<file path="config.mk">
export PLATFORM = sky130hd
export DESIGN_NAME = s4_id_ctrl
export DESIGN_NICKNAME = d
export VERILOG_FILES = /design/src/rtl/surf4_wb_pkg.sv /design/src/rtl/s4_pulse_stretch.sv /design/src/rtl/s4_id_ctrl.sv
export SDC_FILE = /design/constraint.sdc
export NUM_CORES = 1
export LEC_CHECK = 0
export BUFFER_PORTS_ARGS = -buffer_cell sky130_fd_sc_hd__buf_2
export CORE_ASPECT_RATIO = 1.1
export CORE_MARGIN = 10
export CORE_UTILIZATION = 40
export CTS_BUF_LIST = sky130_fd_sc_hd__clkbuf_8
export CTS_CLUSTER_DIAMETER = 100
export CTS_CLUSTER_SIZE = 28
export DETAILED_ROUTE_END_ITERATION = 10
export GPL_TIMING_DRIVEN = 0
export PLACE_DENSITY = 0.67
export RECOVER_POWER = 25
export SYNTH_ARGS = -nofsm -noshare
export SYNTH_HDL_FRONTEND = slang
export SYNTH_SLANG_ARGS = --single-unit
</file>
<file path="constraint.sdc">
create_clock -name clk_i -period 1.6 [get_ports clk_i]
set_input_delay 0.08 -clock clk_i [delete_from_list [all_inputs] [get_ports clk_i]]
set_output_delay 0.08 -clock clk_i [all_outputs]
set_load 0.03 [all_outputs]
</file>
<file path="src/rtl/surf4_wb_pkg.sv">
// Shared definitions for the SURF4 Wishbone register slaves.
// Register indices, default ident words, FSM states, lane merge.
package surf4_wb_pkg;

    localparam logic [3:0] IDX_IDENT    = 4'd0;
    localparam logic [3:0] IDX_VERSION  = 4'd1;
    localparam logic [3:0] IDX_CONTROL  = 4'd2;
    localparam logic [3:0] IDX_SCRATCH  = 4'd3;
    localparam logic [3:0] IDX_CLKCNT   = 4'd4;
    localparam logic [3:0] IDX_LED      = 4'd5;
    localparam logic [3:0] IDX_RESETREQ = 4'd6;

    localparam logic [31:0] IDENT_DEFAULT   = 32'h53555246;
    localparam logic [31:0] VERSION_DEFAULT = 32'h00000001;

    typedef enum logic {
        ST_IDLE = 1'b0,
        ST_RESP = 1'b1
    } wb_state_t;

    // Replace only the byte lanes whose select bit is set.
    function automatic logic [31:0] byte_merge(
        input logic [31:0] old_v,
        input logic [31:0] new_v,
        input logic [3:0]  sel
    );
        logic [31:0] r;
        r = old_v;
        for (int i = 0; i < 4; i++) begin
            if (sel[i]) r[i*8 +: 8] = new_v[i*8 +: 8];
        end
        return r;
    endfunction

endpackage

</file>
<file path="src/rtl/s4_pulse_stretch.sv">
// Retriggerable pulse stretcher: a trig starts (or restarts)
// a pulse LEN cycles long beginning the cycle after trig.
module s4_pulse_stretch #(
    parameter int LEN = 4
) (
    input  logic clk_i,
    input  logic rst_n_i,
    input  logic trig,
    output logic pulse
);
    localparam int CW = $clog2(LEN + 1);

    logic [CW-1:0] cnt_q;

    // Load the full length on trig, otherwise count down to zero.
    always_ff @(posedge clk_i or negedge rst_n_i) begin
        if (!rst_n_i) begin
            cnt_q <= '0;
        end else if (trig) begin
            cnt_q <= CW'(LEN);
        end else if (cnt_q != '0) begin
            cnt_q <= cnt_q - 1'b1;
        end
    end

    assign pulse = (cnt_q != '0);

endmodule

</file>
<file path="src/rtl/s4_id_ctrl.sv">
// SURF4 ident/control Wishbone slave: ident, version, control,
// scratch, LED, soft reset; CLKCNT counter with S4_ID_CTRL_CLKCNT_EN.
import surf4_wb_pkg::*;

module s4_id_ctrl #(
    parameter logic [31:0] IDENT   = IDENT_DEFAULT,
    parameter logic [31:0] VERSION = VERSION_DEFAULT
) (
    input  logic        clk_i,
    input  logic        rst_n_i,
    input  logic        cyc_i,
    input  logic        stb_i,
    input  logic        we_i,
    input  logic [19:0] adr_i,
    input  logic [31:0] dat_i,
    input  logic [3:0]  sel_i,
    output logic [31:0] dat_o,
    output logic        ack_o,
    output logic        err_o,
    output logic        rty_o,
    output logic [31:0] ctrl_o,
    output logic [3:0]  led_o,
    output logic        rst_req_o
);

    wb_state_t   state_q, state_d;
    logic        req;
    logic        wr;
    logic        bad;
    logic [3:0]  idx;
    logic [31:0] rdata;
    logic [31:0] ctrl_q;
    logic [31:0] scratch_q;
    logic [3:0]  led_q;
    logic [31:0] clkcnt;
    logic        rst_trig;
    logic        unused_adr;

    assign idx        = adr_i[5:2];
    assign unused_adr = ^{adr_i[19:6], adr_i[1:0]};
    assign req        = (state_q == ST_IDLE) && cyc_i && stb_i;
    assign wr         = req && we_i && !bad;
    assign rty_o      = 1'b0;
    assign ctrl_o     = ctrl_q;
    assign led_o      = led_q;

    // FSM state register.
    always_ff @(posedge clk_i or negedge rst_n_i) begin
        if (!rst_n_i) state_q <= ST_IDLE;
        else          state_q <= state_d;
    end

    // Next state: one response cycle per accepted request.
    always_comb begin
        state_d = state_q;
        case (state_q)
            ST_IDLE: if (cyc_i && stb_i) state_d = ST_RESP;
            ST_RESP: state_d = ST_IDLE;
            default: state_d = ST_IDLE;
        endcase
    end

    // Address decode: read mux and error classification.
    always_comb begin
        rdata = '0;
        bad   = 1'b0;
        case (idx)
            IDX_IDENT:    begin rdata = IDENT;   bad = we_i; end
            IDX_VERSION:  begin rdata = VERSION; bad = we_i; end
            IDX_CONTROL:  rdata = ctrl_q;
            IDX_SCRATCH:  rdata = scratch_q;
            IDX_CLKCNT:   begin rdata = clkcnt;  bad = we_i; end
            IDX_LED:      rdata = {28'h0, led_q};
            IDX_RESETREQ: rdata = '0;
            default:      bad = 1'b1;
        endcase
    end

    // Response registers: valid only in the cycle after acceptance.
    always_ff @(posedge clk_i or negedge rst_n_i) begin
        if (!rst_n_i) begin
            ack_o <= 1'b0;
            err_o <= 1'b0;
            dat_o <= '0;
        end else if (req) begin
            ack_o <= !bad;
            err_o <= bad;
            dat_o <= (bad || we_i) ? 32'h0 : rdata;
        end else begin
            ack_o <= 1'b0;
            err_o <= 1'b0;
            dat_o <= '0;
        end
    end

    // Writable registers commit at the accepting edge, per byte lane.
    always_ff @(posedge clk_i or negedge rst_n_i) begin
        if (!rst_n_i) begin
            ctrl_q    <= '0;
            scratch_q <= '0;
            led_q     <= '0;
        end else if (wr) begin
            if (idx == IDX_CONTROL)
                ctrl_q <= byte_merge(ctrl_q, dat_i, sel_i);
            if (idx == IDX_SCRATCH)
                scratch_q <= byte_merge(scratch_q, dat_i, sel_i);
            if (idx == IDX_LED && sel_i[0])
                led_q <= dat_i[3:0];
        end
    end

`ifdef S4_ID_CTRL_CLKCNT_EN
    // Free-running cycle counter, wraps naturally.
    always_ff @(posedge clk_i or negedge rst_n_i) begin
        if (!rst_n_i) clkcnt <= '0;
        else          clkcnt <= clkcnt + 32'd1;
    end
`else
    assign clkcnt = '0;
`endif

    assign rst_trig = wr && (idx == IDX_RESETREQ)
                      && sel_i[0] && dat_i[0];

    s4_pulse_stretch #(
        .LEN (4)
    ) u_rst_pulse (
        .clk_i   (clk_i),
        .rst_n_i (rst_n_i),
        .trig    (rst_trig),
        .pulse   (rst_req_o)
    );

endmodule

</file>
==> qor.yml <==
area_growth_pct: 33.8
via_per_inst: 4.94
gp_congestion: 0.867
fmax_mhz: 603
critPathLaunchType: "flip-flop"
critPathMaxFanout: 10
drt_wl_total_um: 11200
cts_root_buffer: "clkbuf_8"
port_buffers: 115
dp_hpwl_um: 7880
slowest_stage: "dfrtp_1"
cp.required_ns: 1.87
core-area_um2: 10400
antenna_found_initial: 0
clk_pin_slew_ns: 0.10
firstDrtPassIters: 4
drive_gt1_share_pct: 47.6
mostFrequentLayoutCells: "buf_2 (115), dfrtp_1 (106), mux2_2 (68)"
numCtsBuffers: 9
cap_violations: 0
grt_max_degree: 75
worst_slew_pin_slew_ns: 0.824
outcome: "complete, but fails checks"
synthTopCellsByArea: "dfrtp_1 (62%), mux2_2 (18%), nor2_1 (3.0%)"
final_antenna_net_count: 0
ir_worst_vdd_mv: 0.457
worst_hold_path_type: "input pin to flip-flop"
drv_slew: 0
clock_path_buffers: 2
seqPwrFrac_pct: 55.5
period_share_pct: 104
row_count: 39
fin_area_um2: 5770
intPower_uw: 3820
grt_usage_pct: 14.8
violations: "negative setup slack"
clk_latency_ns: 0.37
setup-violations-final: 9
placed_area_um2: 5110
post-route-drc-count: 0
synth_cells: 320
synth.avg_cell_area_um2: 13.5
relSlewSlack_pct: 45.1
fp.dieH_um: 129
yosysSeqAreaShare_pct: 61.5
fp.dieArea_um2: 15300
critPathLaunch: "state_q"
skew_ns: 0.0165
period_needed_ns: 1.66
stdcell_count: 635
cts_num_sinks: 106
overflow: 0
grt_pass1_vias: 3360
arrival_ns: 1.93
yosys_register_bits: 106
htree_levels: 3
grt_setup_unrepaired: "yes"
p_sw_share_pct: 28.0
end_kind: "flip-flop"
wl_per_cell_um: 17.6
finalNetCount: 550
grt_pass1_wl_um: 18000
place_ws_ns: -0.241
cts_tree: "built"
diodes: 0
cp_cell_sequence: "nand3b_1 > a2111o_1 > or3_4 > buf_12 > a211oi_4"
p_leak_uw: 0.00298
combPwrFrac_pct: 16.6
postSynthNetCount: 383
dieWidth_um: 119
vias: 3137
dp_cells: 579
synth_area_um2: 4310
synth.distinct_cells: 38
synth_top_area_share_pct: 61.5
r2r_start: "state_q"
drtIter0Drc: 144
hp-start: "adr_i[5]"
yosys_warnings: 0
io_pins: 133
slowest_delay_ns: 0.38
initial_core_util_pct: 41.3
synth_top_area_cell: "dfrtp_1"
clockPowerShare_pct: 27.9
setup_slack_ns: -0.0577
power.density_nw_per_um2: 921
path_class: "flip-flop to flip-flop"
p_sw_uw: 1490
hold_violations: 0
layout_commonest_cell: "buf_2"
[power groups by stage]
stage               logic [uW]  registers, uW  clock network, uW
global route               973           2970               1640
finish                     881           2950               1480
detailed placement         810           3000                  0
CTS                        893           2950               1560
floorplan                  373           3120                  0
global placement           779           2990                  0
[timing repair]
action | 4_1_cts | 5_1_grt
endpoints found under the hold margin | 98 | 0
buffers inserted | 6 | 2
hold buffers | 33 | 0
resized for setup | 17 | 6
endpoints found under the setup margin | 63 | 71
pin swaps | 1 | 4
[metal layers]
layer / wire length (um) / up-vias / track usage (%)
met5: 0 / - / 0
met3: 758 / 12 / 4.81
li1: - / 1458 / -
met4: 159 / 0 / 6.11
met1: 4890 / 1571 / 18.0
met2: 5360 / 96 / 23.8
[final timing paths]
path	slack [ns]	endpoint	depth (start not counted)
setup / recovery	-0.06	dat_o[20]	5
hold / removal	0.05	err_o	3
setup reg to reg	-0.06	dat_o[20]	5
hold reg to reg	0.51	scratch_q[25]	1
max in group asynchronous	0.28	scratch_q[29]	3
min in group asynchronous	0.33	ack_o	2
[sequential cells by signal, summed over array words and instances (netlist names)]
name	count
u_rst_pulse.cnt_q	3
state_q	1
led_o	4
dat_o	32
ack_o	1
ctrl_o	32
scratch_q	32
err_o	1
[area by class of cell]
type,count,area (um2)
repair buffers,157,996
fillers,945,4670
clock inverters,6,33.8
clock buffers,10,138
inverters,5,18.8
well taps,143,179
flip-flops and latches,106,2650
multi-input cells,193,1650
plain buffers,15,96.3
[kinds of logic after synthesis]
logic type	Yosys count	share of synthesized area (%)
flops	106	61.5
other cells	1	0.0870
buf+inv	21	2.21
mux	70	18.2
simple gates	77	8.97
compound gates	42	8.21
fa+ha+maj	2	0.580
xor+xnor	1	0.203
[through the flow]
stage	hold slack [ns]	utilization [%]	total power, uW	TNS, ns
after global placement	0.327	48.6	3770	-82.13
after detailed placement	0.0612	48.9	3810	-13.00
after global routing	0.0574	55.2	5580	-1.25
after floorplan	-0.216	-	3490	0
final	0.0455	55.2	5310	-0.309
after CTS	0.0210	54.9	5400	-0.882
[critical path: cells and delay by family (launching register included)]
kind,cells,cell delay (ns)
AO/OA/AOI/OAI,2,0.46
buffers and inverters,1,0.16
flip-flops,1,0.38
AND/OR/NAND/NOR,2,0.55
[synth_stat cells]
cell and count:
nand3_4 2, and3_1 1, a31oi_1 1, o2bb2ai_1 1, inv_1 5, o211a_1 1, a32oi_1 1, nor2b_1 3
nand2_1 17, and4b_1 1, a22oi_1 16, mux2i_1 2, buf_1 2, buf_2 4, nor2_1 35, nor3b_1 2
nand3_2 2, o21ai_0 3, or3_1 1, a22o_1 2, dfrtp_1 106, mux2_2 68, a2111o_1 1, clkbuf_1 7
nand3_1 4, xnor2_1 1, a211oi_2 9, nand2b_1 3, a311oi_1 1, ha_1 2, conb_1 1, buf_4 3
or3b_1 1, nand3b_1 1, nand2_2 2, and2_1 2, a21oi_1 4, a211oi_1 2
No activity file was read; power rests on OpenSTA's default activity.
